`config.mk`:
```
export PLATFORM = sky130hd
export DESIGN_NAME = reg_dump_reader
export DESIGN_NICKNAME = d
export VERILOG_FILES = /design/src/rtl/reg_dump_reader.sv
export SDC_FILE = /design/constraint.sdc
export NUM_CORES = 1
export LEC_CHECK = 0
export ABC_AREA = 1
export CORE_MARGIN = 10
export CORE_UTILIZATION = 39
export DETAILED_ROUTE_END_ITERATION = 10
export PLACE_DENSITY = 0.76
export SYNTH_ARGS = -nofsm -noshare
export SYNTH_HDL_FRONTEND = slang
export SYNTH_SLANG_ARGS = --single-unit
export TNS_END_PERCENT = 5
```
`constraint.sdc`:
```
create_clock -name clk -period 1.3 [get_ports clk]
set_input_delay 0.13 -clock clk [delete_from_list [all_inputs] [get_ports clk]]
set_output_delay 0.13 -clock clk [all_outputs]
set_load 0.02 [all_outputs]
```
`src/rtl/reg_dump_reader.sv`:
```
// rtl/reg_dump_reader.sv - walks a register-file address range and streams each register out with a valid/ready handshake
// Optional feature: define REGDUMP_SKIP_ZERO_EN to skip register 0 during a dump.
module reg_dump_reader #(
  parameter int ADDR_W = 5,
  parameter int DATA_W = 32
) (
  input  logic              clk,
  input  logic              rst_n,
  input  logic              start,
  input  logic [ADDR_W-1:0] first_addr,
  input  logic [ADDR_W-1:0] last_addr,
  output logic [ADDR_W-1:0] rf_addr,
  input  logic [DATA_W-1:0] rf_data,
  output logic              dout_valid,
  input  logic              dout_ready,
  output logic [ADDR_W-1:0] dout_addr,
  output logic [DATA_W-1:0] dout_data,
  output logic              busy,
  output logic              done,
  output logic [ADDR_W:0]   word_cnt
);

  typedef enum logic [1:0] {IDLE, READ, HOLD, FIN} state_t;

  state_t            state;
  logic [ADDR_W-1:0] ptr;
  logic [ADDR_W-1:0] end_ptr;

  // The read port always sees the pointer, so it is never left floating.
  assign rf_addr = ptr;

  always_ff @(posedge clk or negedge rst_n) begin
    if (!rst_n) begin
      state      <= IDLE;
      ptr        <= '0;
      end_ptr    <= '0;
      dout_addr  <= '0;
      dout_data  <= '0;
      word_cnt   <= '0;
      dout_valid <= 1'b0;
      busy       <= 1'b0;
      done       <= 1'b0;
    end else begin
      done <= 1'b0;
      case (state)
        IDLE: begin
          if (start) begin
            ptr      <= first_addr;
            end_ptr  <= last_addr;
            word_cnt <= '0;
            busy     <= 1'b1;
            state    <= READ;
          end
        end
        READ: begin
`ifdef REGDUMP_SKIP_ZERO_EN
          if (ptr == '0) begin
            if (ptr == end_ptr) begin
              done  <= 1'b1;
              state <= FIN;
            end else begin
              ptr <= ptr + 1'b1;
            end
          end else
`endif
          begin
            dout_addr  <= ptr;
            dout_data  <= rf_data;
            dout_valid <= 1'b1;
            state      <= HOLD;
          end
        end
        HOLD: begin
          if (dout_ready) begin
            dout_valid <= 1'b0;
            word_cnt   <= word_cnt + 1'b1;
            if (ptr == end_ptr) begin
              done  <= 1'b1;
              state <= FIN;
            end else begin
              ptr   <= ptr + 1'b1;
              state <= READ;
            end
          end
        end
        FIN: begin
          busy  <= 1'b0;
          state <= IDLE;
        end
        default: state <= IDLE;
      endcase
    end
  end

endmodule
```
Word-level counts from Yosys, hierarchy flattened
Index checks and enable logic that the tools add are counted.

storage, ports and cells
  register bits = 58
  output and inout port bits = 51
  logic and storage cells = 46

cells by class
  $add $sub $neg = 2
  equal/unequal tests = 7
  multiplexer cells = 18
  reductions and logical operators = 10

operators by type and width
  cell                 number
  $mux 5               3
  $mux 6               2
  $pmux 6 s2           1
  $pmux 5 s2           1
  $pmux 2 s4           1
  $reduce_and 2->1     4
  $add 6x1->6 const B  1
  $mux 2               3
  $ne 2x2->1 const B   3
  $reduce_bool 2->1    3
  $add 5x1->5 const B  1
  $eq 5x5->1           1
  $mux 1               5
  $eq 2x2->1 const B   2
  $pmux 1 s2           2
  $reduce_and 4->1     1
  $reduce_and 3->1     1
  $eq 2x1->1 const B   1
  $logic_not 2->1      1

Depth between registers and ports, before layout
Gate-level depths: netlist (run 1).

  depth in word-level cells = 4
  depth in mapped cells = 8
  gate-level depth less buffers = 8

Least setup slack after synthesis (run 1)
No wires, ideal clock.

  kind = reg2reg
  start = register ptr[0], in the netlist rf_addr[0]
  end = register ptr[2], in the netlist rf_addr[2]
  setup time = 0.116 ns
  data arrival time = 1.246 ns
  data required time = 1.184 ns
  setup slack = -0.063 ns
  cell stages (with the launch flop) = 7
  path buffers = 0
  period minus slack after synthesis = 1.363 ns
  path through = dfrtp_1 ha_1 or2_2 nand3_1 nand2_1 nand3_1 nand2_1

on the way
  cells in the longest elaborated chain, start to end = 4
  elaborated cells between the ends (all ways) = 7
  those cells by class = add/sub (1); eq/ne (2); mux (3); reduce/logical (1)

ends and longest elaborated chain
  what                    line  text
  from (decl)             26    logic [ADDR_W-1:0] ptr;
  from (signal assigned)  48    ptr <= first_addr;
  from (signal assigned)  81    ptr <= ptr + 1'b1;
  $add 5x1->5             81
  $mux 5                  77    if (ptr == end_ptr) begin
  $mux 5                  74    if (dout_ready) begin
  $pmux 5 s2              45    case (state)

Parallel ways exist; a longest one is shown, timed or not. The select of a mux whose other input is x is not followed.
A chain may end at the register's enable or synchronous reset.

Worst setup path in the final report (run 1)
  start = register state[0]
  end = register ptr[0], in the netlist rf_addr[0]

on the way
  cells in the longest elaborated chain, start to end = 3
  elaborated cells between the ends (all ways) = 8
  those cells by class = eq/ne (4); mux (1); reduce/logical (3)

ends and longest elaborated chain
  what                                                              line  text
  from (decl)                                                       25    state_t state;
  from (signal assigned)                                            34    state <= IDLE;
  from (signal assigned)                                            52    state <= READ;
  from (signal assigned)                                            70    state <= HOLD;
  $eq 2x2->1 / $logic_not 2->1 (equally long branches)              45
  $ne 2x2->1 (no line) / $reduce_bool 2->1 (equally long branches)  n/a
  $reduce_and 4->1 (no line)                                        n/a

Parallel ways exist; a longest one is shown, timed or not.

==> impl_metrics.env, run 1 <==
export IMPL_status="finished clean"
export IMPL_cts_htree_levels=3
export IMPL_clkLatencyLatePin_ps=340
export IMPL_fin_nets=398
export IMPL_initial_core_util_pct=39.8
export IMPL_arrival_ps=1570
export IMPL_worstPathRequired_ps=1570
export IMPL_via_count=2093
export IMPL_place_congestion=0.838
export IMPL_report_final_hold_viol_count=0
export IMPL_yosys_warnings=0
export IMPL_grt_max_degree=59
export IMPL_drc_errors=0
export IMPL_synth_area_leaders="dfrtp_1 58%, mux2_2 15%, nand2_1 8.3%"
export IMPL_ys_ff_latch=58
export IMPL_synth_edf_count=0
export IMPL_grtUsageMet3_pct=5.56
export IMPL_path_max_fanout=8
export IMPL_fin_util_pct=60.8
export IMPL_post_dp_cell_area_um2=3640
export IMPL_ys_seq_area_share_pct=58.1
export IMPL_cts_tree="done"
export IMPL_dp_hpwl_um=5090
export IMPL_finalSetupTns_ps=0
export IMPL_drv_slew=0
export IMPL_p_leak_nw=1.85
export IMPL_cap_violations=0
export IMPL_synth_commonest_cells="58 x dfrtp_1, 55 x nand2_1, 33 x mux2_2"
export IMPL_die_h_um=100
export IMPL_fill_cells=549
export IMPL_clock_fmax_mhz=772
export IMPL_slew_limit_headroom_pct=78.8
export IMPL_cp_start_kind="flip-flop"
export IMPL_worstMarginPinSlew_ps=318
export IMPL_die_w_um=100
export IMPL_drt_pass1_iterations=5
export IMPL_synth_area_um2=2500
export IMPL_synth_top_area_share_pct=58.1
export IMPL_n_antenna_cell=0
export IMPL_syn_to_final_growth_pct=52.7
export IMPL_die_area_um2=10000
export IMPL_post_place_ws_ps=-13.1
export IMPL_rows=29
export IMPL_syn_area_per_cell_um2=10.7
export IMPL_hold_class="in -> async"
export IMPL_grt_use_met1_pct=17.6
export IMPL_via_per_inst=4.84
export IMPL_cts_buffer_depth=2
export IMPL_async_flop_share_pct=100
export IMPL_routed_wl_um=6890
export IMPL_ff2ff_path_depth=7
export IMPL_grt_usage_pct=13.6
export IMPL_grt_ovfl_total=0
export IMPL_drt_iter0_drc=57
export IMPL_synth_flop_cell="dfrtp_1"
export IMPL_grt_setup_unrepaired="true"
export IMPL_coreArea_um2=6280
export IMPL_path_class="reg -> reg"
export IMPL_use_met2_pct=19.1
export IMPL_grt_pass1_vias=2179
export IMPL_cts_root_buf="clkbuf_8"
export IMPL_min_period_over_period_pct=99.6
export IMPL_multi_input_area_um2=971
export IMPL_ir_drop_mv=1.43
export IMPL_setup_slack_ps=5.26
export IMPL_wire_per_inst_um=15.9
export IMPL_drive_above_1_share_pct=22.8
export IMPL_yosysTopAreaCell="dfrtp_1"
export IMPL_end_kind="flip-flop"
export IMPL_hold_slack_ps=333
export IMPL_port_buffers=96
export IMPL_clk_pin_slew_ps=70
export IMPL_synth_most_common_cell="dfrtp_1"
export IMPL_period_needed_ps=1290
export IMPL_final_area_um2=3820
export IMPL_antenna_found_initial=0
export IMPL_ant_nets=0
export IMPL_grt_pass1_wl_um=10800
export IMPL_setup_violations=0
export IMPL_clock_sinks=58
export IMPL_synthesis_instances=233
export IMPL_ys_types=22
export IMPL_power_density_nw_per_um2=2440
export IMPL_grt_busiest_layer="met2"
export IMPL_syn_nets=281
export IMPL_register_area_um2=1460
export IMPL_ios=97
export IMPL_cts_buffers=9
export IMPL_skew_ps=10.9
==> stage by stage <==
stage / total power (W) / instances
finish: 0.00930 / 432
global route: 0.00998 / 432
CTS: 0.00933 / 429
global placement: 0.00809 / 412
detailed placement: 0.00822 / 412
floorplan: 0.00590 / 233
==> final timing paths <==
path                                   start            end  slack, ps
worst max register to register      state[0]     rf_addr[0]          5
worst max-delay path                state[0]     rf_addr[0]          5
min in group clk                last_addr[1]     end_ptr[1]        380
max in group asynchronous              rst_n     rf_addr[1]        680
worst min-delay path                   rst_n  dout_data[27]        330
worst min register to register          busy           busy        480
==> cell usage in the layout (no fill, tap or decap) <==
master / instances
nand2_1: 55
dfrtp_1: 54
dlygate4sd2_1: 48
clkdlybuf4s50_1: 44
mux2_2: 33
inv_1: 17
nand3_1: 15
buf_4: 14
nor2_1: 12
clkbuf_8: 9
o21ai_0: 8
a21oi_1: 6
nand4_1: 5
clkbuf_1: 4
dfrtp_2: 4
nand2_2: 3
nor2_4: 2
clkinv_2: 2
clkdlybuf4s15_1: 2
buf_12: 2
nor2_2: 1
inv_2: 1
nand3_4: 1
nand2_8: 1
a21oi_2: 1
o21ai_1: 1
o211ai_1: 1
nand2_4: 1
or2_2: 1
nand3_2: 1
ha_1: 1
ha_4: 1
bufinv_16: 1
dlygate4sd3_1: 1
buf_2: 1
clkbuf_2: 1
==> worst max-delay path, stage by stage (launching register included) <==
cell,delay (ps)
dfrtp_2,440
nor2_4,210
nand2_2,90
nor2_4,110
nand3_4,130
nand2_4,130
nand2_1,60
nand2_1,70
==> cell families (layout without fill, tap and decap cells) <==
logic type	after synthesis	count (layout)	synth area share [%]
simple gates	98	98	18.0
mux	33	33	14.9
fa+ha+maj	2	2	1.00
flops	58	58	58.1
buf+inv	25	147	4.45
compound gates	17	17	3.65
==> registers in the layout, summed over array words and instances (netlist names) <==
signal	count
dout_data	32
word_cnt	6
dout_addr	5
end_ptr	5
rf_addr	5
state	2
busy	1
done	1
dout_valid	1
==> final cells by class <==
class	count	area share, %
well taps	77	2.52
clock buffers	13	3.64
clock inverters	3	1.05
repair buffers	113	27.4
flip-flops and latches	58	38.2
multi-input cells	150	25.4
inverters	18	1.77
==> power breakdown <==
part           internal (W)  total, W  switching (W)
combinational       0.00204   0.00457        0.00252
sequential          0.00265   0.00318       0.000530
clock              0.000882   0.00156       0.000676
==> metal layers <==
layer | up-vias | part of all wire, %
li1 | 1007 | -
met1 | 977 | 45
met2 | 95 | 42
met3 | 14 | 11
met4 | 0 | 1.9
met5 | - | 0
==> what timing repair did <==
| item | 4_1_cts | 5_1_grt |
|---|---|---|
| gates resized for setup | 54 | 9 |
| setup buffers | 0 | 3 |
| endpoints found under the setup margin | 57 | 39 |
| hold endpoints to repair | 58 | 0 |
| hold buffers | 1 | 0 |
| pin swaps | 1 | 4 |
| cloned | 0 | 0 |
No activity file was read; power rests on OpenSTA's default activity.
==> run 2: changes to the inputs <==
--- a/config.mk
+++ b/config.mk
@@ -6,10 +6,10 @@
 export NUM_CORES = 1
 export LEC_CHECK = 0
 export ABC_AREA = 1
-export CORE_MARGIN = 10
 export CORE_UTILIZATION = 39
 export DETAILED_ROUTE_END_ITERATION = 10
 export PLACE_DENSITY = 0.76
+export SKIP_LAST_GASP = 1
 export SYNTH_ARGS = -nofsm -noshare
 export SYNTH_HDL_FRONTEND = slang
 export SYNTH_SLANG_ARGS = --single-unit
==> run 2 against run 1 <==
The run now ends with setup timing left. Non-clock buffer count grew 1. Combinational power increased by 7.9%. Worst setup slack worse by 210 ps. Largest cell class unchanged. Largest power group unchanged.
==> impl_metrics.env, run 2 (synthesis gave the netlist of run 1 again) <==
export IMPL_status="complete, but fails checks"
export IMPL_violations="setup timing"
export IMPL_slew_limit_headroom_pct=74.3
export IMPL_power_density_nw_per_um2=2550
export IMPL_ios=97
export IMPL_crit_chain="clkdlybuf4s50_1"
export IMPL_largest_register_ffs=32
export IMPL_grt_ovfl_total=0
export IMPL_antenna_found_initial=0
export IMPL_clock_sinks=58
export IMPL_fin_nets=399
export IMPL_grt_max_degree=32
export IMPL_end_kind="primary output"
export IMPL_drive_above_1_share_pct=22.5
export IMPL_finalSetupTns_ps=-5010
export IMPL_drt_iter0_drc=36
export IMPL_die_w_um=82.1
export IMPL_initial_core_util_pct=41.2
export IMPL_drv_slew=0
export IMPL_final_cell_mix="90 x clkdlybuf4s50_1, 56 x dfrtp_1, 55 x nand2_1"
export IMPL_dp_hpwl_um=4260
export IMPL_arrival_ps=1370
export IMPL_coreArea_um2=6060
export IMPL_cap_violations=0
export IMPL_ant_nets=0
export IMPL_wire_per_inst_um=13.4
export IMPL_fill_cells=484
export IMPL_drt_pass1_iterations=4
export IMPL_port_buffers=96
export IMPL_cts_buffer_depth=2
export IMPL_syn_to_final_growth_pct=55.9
export IMPL_grt_pass1_vias=2002
export IMPL_dp_cells=414
export IMPL_clkLatencyLatePin_ps=330
export IMPL_report_final_hold_viol_count=0
export IMPL_rows=28
export IMPL_grt_usage_pct=18.3
export IMPL_setup_slack_ps=-201
export IMPL_min_period_over_period_pct=115
export IMPL_routed_wl_um=5760
export IMPL_worstPathRequired_ps=1170
export IMPL_cts_htree_levels=3
export IMPL_via_count=2048
export IMPL_path_max_fanout=4
export IMPL_via_per_inst=4.75
export IMPL_setup_violations=48
export IMPL_place_congestion=0.930
export IMPL_drc_errors=0
export IMPL_cp_start_kind="flip-flop"
export IMPL_ir_drop_mv=1.52
export IMPL_top_register="dout_data"
export IMPL_cts_tree="done"
export IMPL_path_class="reg -> out"
export IMPL_stdcell_count=431
export IMPL_p_leak_nw=1.81
export IMPL_cts_root_buf="clkbuf_8"
export IMPL_worst_path_max_delay_cell="clkdlybuf4s50_1"
export IMPL_post_cts_buffers=0
export IMPL_cts_buffers=9
export IMPL_skew_ps=6.40
export IMPL_hold_class="in -> reg"
export IMPL_n_antenna_cell=0
export IMPL_grt_setup_unrepaired="true"
export IMPL_biggestRegsByFlops="dout_data x32, word_cnt x6"
export IMPL_worst_path_buf_inv=1
export IMPL_grt_pass1_wl_um=9070
export IMPL_die_area_um2=6730
export IMPL_worstMarginPinSlew_ps=385
export IMPL_clk_pin_slew_ps=70
export IMPL_layout_commonest_cell="clkdlybuf4s50_1"
export IMPL_crit_family="buffers and inverters"
export IMPL_die_h_um=82.1
export IMPL_clock_fmax_mhz=666
export IMPL_period_needed_ps=1500
export IMPL_critPathMaxStageDelay_ps=630
## run 2: cell types whose count changed in the layout (fill, tap and decap cells not counted), moves of 2 or more
| cell | before | now |
|---|---|---|
| clkdlybuf4s15_1 | 2 | 0 |
| clkdlybuf4s50_1 | 44 | 90 |
| dlygate4sd2_1 | 48 | 2 |
| dfrtp_2 | 4 | 2 |
| dfrtp_1 | 54 | 56 |
| dlymetal6s2s_1 | 0 | 3 |
| clkbuf_1 | 4 | 1 |
## run 2: power breakdown
group | switching, W | total (W) | leakage, nW | internal [W]
clock network | 0.000708 | 0.00183 | 0.109 | 0.00113
logic | 0.00241 | 0.00493 | 1.01 | 0.00253
registers | 0.000526 | 0.00317 | 0.693 | 0.00264
total | 0.00364 | 0.00993 | 1.81 | 0.00629
## run 2: path summary, 6_finish.rpt
path / start / end / slack [ps] / cells after the start
max: rf_addr[3] / rf_addr[3] / -200 / 1
min: last_addr[0] / end_ptr[0] / 380 / 3
max reg2reg: rf_addr[0] / rf_addr[2] / -10 / 6
min reg2reg: busy / busy / 480 / 2
max in group asynchronous: rst_n / dout_addr[2] / 610 / 3
min in group asynchronous: rst_n / end_ptr[2] / 400 / 3
## run 2: final cells by class
class / instances / area (um^2) / share of cell area (%)
clock buffers: 11 / 141 / 3.63
repair buffers: 114 / 1120 / 28.8
inverters: 18 / 67.6 / 1.73
multi-input cells: 150 / 940 / 24.1
flip-flops and latches: 58 / 1450 / 37.3
clock inverters: 5 / 77.6 / 1.99
well taps: 75 / 93.8 / 2.41
## run 2: timing repair
item                                    in CTS  in global routing
endpoints found under the setup margin      53                 61
hold endpoints to repair                    58                  0
hold buffers                                 1                  0
resized for setup                            2                  3
## run 2: stage by stage
stage / cell area, um^2 / util, % / worst slack (ps) / hold WS [ps] / total power [W]
after CTS: 3890 / 64.2 / -261 / 363 / 0.0100
after floorplan: 2500 / - / 20.6 / -166 / 0.00590
after global routing: 3900 / 64.3 / -248 / 372 / 0.0106
after detailed placement: 3660 / 60.4 / -0.114 / 170 / 0.00821
after global placement: 3660 / 60.4 / 41.4 / 163 / 0.00809
final: 3900 / 64.3 / -201 / 375 / 0.00993
## run 2: per-layer routing
metal / GRT usage, % / wire [um] / vias up
li1: - / - / 1008
met3: 6.00 / 626 / 9
met2: 30.2 / 2680 / 94
met4: 8.60 / 68 / 0
met5: 0 / 0 / -
met1: 21.4 / 2390 / 937
## run 2: worst min-delay path, cell delays in order
cell	delay, ps
clkdlybuf4s50_1	400
nor2_1	100
a21oi_1	40
==> run 3: changes to the inputs <==
--- a/config.mk
+++ b/config.mk
@@ -9,6 +9,7 @@
 export CORE_UTILIZATION = 39
 export DETAILED_ROUTE_END_ITERATION = 10
 export PLACE_DENSITY = 0.76
+export RECOVER_POWER = 25
 export SKIP_LAST_GASP = 1
 export SYNTH_ARGS = -nofsm -noshare
 export SYNTH_HDL_FRONTEND = slang
==> run 3 against run 2 <==
The flow still finishes with violations (setup timing). Critical endpoint unchanged. Die area is the same. Critical path depth stayed put. Highest routed layer unchanged. Critical path type unchanged. Worst setup slack gained 0.73 ps.
==> impl_metrics.env, run 3 (synthesis gave the netlist of run 1 again) <==
export IMPL_status="complete, but fails checks"
export IMPL_violations="setup timing"
export IMPL_path_class="reg -> out"
export IMPL_cts_htree_levels=3
export IMPL_grt_usage_pct=18.3
export IMPL_hold_class="in -> reg"
export IMPL_clkLatencyLatePin_ps=330
export IMPL_path_max_fanout=4
export IMPL_via_per_inst=4.75
export IMPL_post_cts_buffers=0
export IMPL_biggestRegsByFlops="dout_data x32, word_cnt x6"
export IMPL_slew_limit_headroom_pct=54.8
export IMPL_coreArea_um2=6060
export IMPL_post_dp_cell_area_um2=3660
export IMPL_total_power_w=0.00993
export IMPL_critPathMaxStageDelay_ps=630
export IMPL_cp_start_kind="flip-flop"
export IMPL_wire_per_inst_um=13.4
export IMPL_drv_slew=0
export IMPL_holdPathStages=3
export IMPL_critical_path_depth=1
export IMPL_r2r_start="rf_addr[0]"
export IMPL_via_count=2047
export IMPL_rows=28
export IMPL_cts_buffers=9
export IMPL_min_period_over_period_pct=115
export IMPL_report_final_hold_viol_count=0
export IMPL_ff2ff_path_depth=6
export IMPL_port_buffers=96
export IMPL_p_leak_nw=1.81
export IMPL_setup_violations=48
export IMPL_final_cell_mix="90 x clkdlybuf4s50_1, 56 x dfrtp_1, 55 x nand2_1"
export IMPL_syn_to_final_growth_pct=55.8
export IMPL_routed_wl_um=5760
export IMPL_cts_buffer_depth=2
export IMPL_worst_path_buf_inv=1
export IMPL_die_h_um=82.1
export IMPL_grt_pass1_wl_um=9070
export IMPL_clk_pin_slew_ps=70
export IMPL_initial_core_util_pct=41.2
export IMPL_grt_max_degree=32
export IMPL_crit_path_end="rf_addr[3]"
export IMPL_place_congestion=0.930
export IMPL_arrival_ps=1370
export IMPL_period_needed_ps=1500
export IMPL_worstSetupStartpoint="rf_addr[3]"
export IMPL_grt_ovfl_total=0
export IMPL_rrSetupSlack_ps=-10
export IMPL_clock_sinks=58
export IMPL_fin_util_pct=64.2
export IMPL_layout_commonest_cell="clkdlybuf4s50_1"
export IMPL_worst_path_max_delay_cell="clkdlybuf4s50_1"
export IMPL_reg2reg_to="rf_addr[2]"
export IMPL_skew_ps=6.41
export IMPL_antenna_found_initial=0
export IMPL_cap_violations=0
export IMPL_crit_family="buffers and inverters"
export IMPL_grt_pass1_vias=2002
export IMPL_setup_slack_ps=-200
export IMPL_clock_fmax_mhz=667
export IMPL_ios=97
export IMPL_fin_nets=399
export IMPL_drive_above_1_share_pct=22.2
export IMPL_worstMarginPinSlew_ps=678
export IMPL_ir_drop_mv=1.52
export IMPL_final_area_um2=3890
export IMPL_drt_pass1_iterations=4
export IMPL_crit_chain="clkdlybuf4s50_1"
export IMPL_ant_nets=0
export IMPL_largest_register_ffs=32
export IMPL_cts_root_buf="clkbuf_8"
export IMPL_grt_setup_unrepaired="true"
export IMPL_dp_hpwl_um=4260
export IMPL_die_area_um2=6730
export IMPL_top_register="dout_data"
export IMPL_power_density_nw_per_um2=2550
export IMPL_end_kind="primary output"
export IMPL_drc_errors=0
export IMPL_drt_iter0_drc=37
export IMPL_fill_cells=486
export IMPL_worstPathRequired_ps=1170
export IMPL_n_antenna_cell=0
export IMPL_cts_tree="done"
export IMPL_die_w_um=82.1
-- run 3: what timing repair did --
action | 4_1_cts | 5_1_grt
hold buffers | 1 | 0
resized for setup | 2 | 3
endpoints found under the hold margin | 58 | 0
pin swaps | 0 | 0
setup endpoints to repair | 53 | 61
-- run 3: per-stage QoR --
stage / hold WS (ps) / instances / worst slack (ps) / TNS (ps)
final: 376 / 431 / -200 / -5010
after global routing: 372 / 431 / -248 / -8120
after CTS: 363 / 431 / -261 / -6660
after detailed placement: 170 / 414 / -0.114 / -0.114
after global placement: 163 / 414 / 41.4 / 0
after floorplan: -166 / 233 / 20.6 / 0
-- run 3: layout make-up --
type	instances	area [um^2]	share of cell area [%]
Clock buffer	11	141	3.63
Timing Repair Buffer	114	1120	28.8
Multi-Input combinational cell	150	940	24.1
Inverter	18	67.6	1.74
Clock inverter	5	77.6	1.99
Sequential cell	58	1450	37.3
Tap cell	75	93.8	2.41
-- run 3: worst min path at each step --
stage                            start           end  slack [ps]
after global placement           rst_n  dout_addr[1]         160
final                     last_addr[0]    end_ptr[0]         380
after CTS                 last_addr[0]    end_ptr[0]         360
after floorplan                  rst_n          busy        -170
after global routing      last_addr[0]    end_ptr[0]         370
after detailed placement         rst_n  dout_addr[4]         170
-- run 3: where the power goes --
group	internal (W)	switching, W	leakage (nW)
logic	0.00252	0.00241	1.01
registers	0.00264	0.000525	0.693
clock network	0.00113	0.000705	0.109
total	0.00629	0.00364	1.81
-- run 3: per-layer routing --
layer	wire length [um]	GRT usage [%]	up-vias
met5	0	0	-
met4	68	8.60	0
met3	623	6.00	9
met2	2670	30.2	92
met1	2390	21.4	938
li1	-	-	1008
==> variant, RTL diff (settings of run 1) <==
Put one more register stage on the output `word_cnt`, with the module's reset. The value now appears one clock later. The other outputs are not delayed to match.
--- a/src/rtl/reg_dump_reader.sv
+++ b/src/rtl/reg_dump_reader.sv
@@ -22,6 +22,8 @@
 
   typedef enum logic [1:0] {IDLE, READ, HOLD, FIN} state_t;
 
+  logic [ADDR_W:0] word_cnt_s0;
+
   state_t            state;
   logic [ADDR_W-1:0] ptr;
   logic [ADDR_W-1:0] end_ptr;
@@ -36,7 +38,7 @@
       end_ptr    <= '0;
       dout_addr  <= '0;
       dout_data  <= '0;
-      word_cnt   <= '0;
+      word_cnt_s0 <= '0;
       dout_valid <= 1'b0;
       busy       <= 1'b0;
       done       <= 1'b0;
@@ -47,7 +49,7 @@
           if (start) begin
             ptr      <= first_addr;
             end_ptr  <= last_addr;
-            word_cnt <= '0;
+            word_cnt_s0 <= '0;
             busy     <= 1'b1;
             state    <= READ;
           end
@@ -73,7 +75,7 @@
         HOLD: begin
           if (dout_ready) begin
             dout_valid <= 1'b0;
-            word_cnt   <= word_cnt + 1'b1;
+            word_cnt_s0 <= word_cnt_s0 + 1'b1;
             if (ptr == end_ptr) begin
               done  <= 1'b1;
               state <= FIN;
@@ -92,4 +94,12 @@
     end
   end
 
+  always_ff @(posedge clk or negedge rst_n) begin
+    if (!rst_n) begin
+      word_cnt <= '0;
+    end else begin
+      word_cnt <= word_cnt_s0;
+    end
+  end
+
 endmodule
Function: changed (Yosys sat finds a counterexample within 4 cycles, from zero or initial values and one cycle with rst_n low).
==> variant against run 1 <==
- setup slack gained 9.9 ps
- power up 3.1%
- largest cell class unchanged
- sequential share of layout area rose by 2.2 points
- synthesized area up 6.0%
- routed wire length increased by 2.7%
- design area rose by 4.1%
- die area increased by 4.8%
- via count up 0.76%
- global-route usage is 0.32 points higher
- critical endpoint is now rf_addr[2]$_DFFE_PN0P_
- fmax grew 0.77%
- highest routed layer unchanged
- sequential cell count is 6 higher
==> variant: results (changes against run 1) <==
stage	metric	value	unit	change
status	outcome	complete, no violations		
clocking	CTS clock-pin slew for the worst setup and hold paths	60	ps	
grt	GRT Resource Usage Total	0.139		+0.00325
grt	pin count of the biggest net entering global routing	65		+10%
route	Detailed Routing Iterations Pass 1	4		-1
synth	Synth cell types	22		unchanged
power_and_ir_drop	Max IR drop VDD	1.04	mV	-28%
placement	HPWL Detailed	5330	µm	+4.7%
grt	first-pass GRT wire length	11400	µm	+5.6%
grt	vias in the first global route	2165		-0.64%
power_and_ir_drop	Static Leak	1.94	nW	+4.9%
finish	# nets final	405		+1.8%
synth	top cells by area, synth	dfrtp_1 (60%), mux2_2 (14%), nand2_1 (7.8%)		
synth	Synth Flop Type	dfrtp_1		
synth	list of most frequent post-synthesis cells	dfrtp_1 (64), nand2_1 (55), mux2_2 (33), inv_1 (17), nand3_1 (16)		
placement	placed cells	420		+1.9%
route	Starting DRT DRC Count	58		+1.8%
critical_path	CP arrival	1510	ps	-60 ps
finish	Finished Layout Cells	439		+1.6%
sta	clock skew	7.42	ps	-3.50 ps
synth	Synth Net Count	287		+2.1%
critical_path	worst-path fanout max	7		-1
synth	part of the Yosys area used for sequential elements	0.604		+0.0238
finish	Largest regs	dout_data (32), word_cnt (6), word_cnt_s0 (6)		
finish	Biggest register	dout_data		
route	wire per inst	16.1	µm	+1.0%
placement	placer congestion estimate	0.854		+1.9%
finish	fill cell count	554		+0.91%
critical_path	CP max stage cell	dfrtp_2		
critical_path	max incr delay on CP	470	ps	+30 ps
route	drt via density	4.80		-0.84%
synth	post-synthesis cell count	239		+2.6%
finish	layout cells sized above 1	0.238		+0.00940
sta	worst relative slew slack	0.774		-0.0148
==> variant: cell types whose count changed in the layout (fill, tap and decap cells not counted), sizes merged <==
| cell | change |
|---|---|
| clkbuf | +1 |
| bufinv | -1 |
| dfrtp | +6 |
| dlygate4sd2 | -1 |
| clkinv | +1 |
| buf | +1 |
==> variant: layout make-up <==
type                       count  area (µm²)  area share
inverter                      18        67.6      0.0170
timing repair buffer         114        1050       0.265
clock buffer                  13         169      0.0425
multi-input combinational    150         968       0.244
clock inverter                 3        15.0     0.00378
tap                           77        96.3      0.0243
sequential                    64        1610       0.404
==> variant: final timing paths <==
kind | to | cells past startpoint | slack (ps) | from
min in group clk | end_ptr[3]$_DFFE_PN0P_ | 3 | 390 | last_addr[3]
hold reg to reg | word_cnt[4]$_DFF_PN0_ | 0 | 440 | word_cnt_s0[4]$_DFFE_PN0P_
setup / recovery | rf_addr[2]$_DFFE_PN0P_ | 6 | 20 | rf_addr[0]$_DFFE_PN0P_
max in group asynchronous | rf_addr[2]$_DFFE_PN0P_ | 3 | 670 | rst_n
hold / removal | dout_data[6]$_DFFE_PN0P_ | 3 | 340 | rst_n
setup reg to reg | rf_addr[2]$_DFFE_PN0P_ | 6 | 20 | rf_addr[0]$_DFFE_PN0P_
==> variant: logic make-up after synthesis <==
family,synth area share
DFF,0.604
AOI/OAI and AO/OA,0.0345
and+or+nand+nor,0.170
muxes,0.140
adders and majority gates,0.00944
buffers and inverters,0.0420
==> variant: worst register-to-register path, delay by kind of cell, from the launching register on <==
kind	cells	cell delay, ps
fa+ha+maj	1	200
flops	1	470
simple gates	5	510
==> variant: metal layers <==
metal	track usage	up-vias	share of wire
li1	-	1020	-
met1	0.161	1002	0.42
met2	0.215	77	0.45
met3	0.0735	10	0.11
met4	0.0488	0	0.013
met5	0	-	0
==> variant: through the flow <==
step	setup WS, ps	hold WS (ps)	setup TNS, ps	area, µm²
2_1_floorplan	20.6	-166	0	2660
3_3_place_gp	35.9	173	0	3800
3_5_place_dp	1.59	173	0	3800
4_1_cts	-13.2	349	-13.2	3940
5_1_grt	-67.9	372	-599	3970
6_report	15.2	339	0	3970
==> variant: report_power, final <==
part | internal (mW) | switching [mW]
Combinational | 2.10 | 2.55
Sequential | 2.86 | 0.528
Clock | 0.839 | 0.715
Total | 5.79 | 3.80
==> variant: repair_timing <==
| item | CTS | global route |
|---|---|---|
| gates resized for setup | 54 | 12 |
| endpoints found under the setup margin | 53 | 38 |
| endpoints found under the hold margin | 64 | 0 |
| pin swaps | 0 | 1 |
| hold buffers | 1 | 0 |
| gates cloned | 0 | 0 |
| buffers inserted | 0 | 2 |
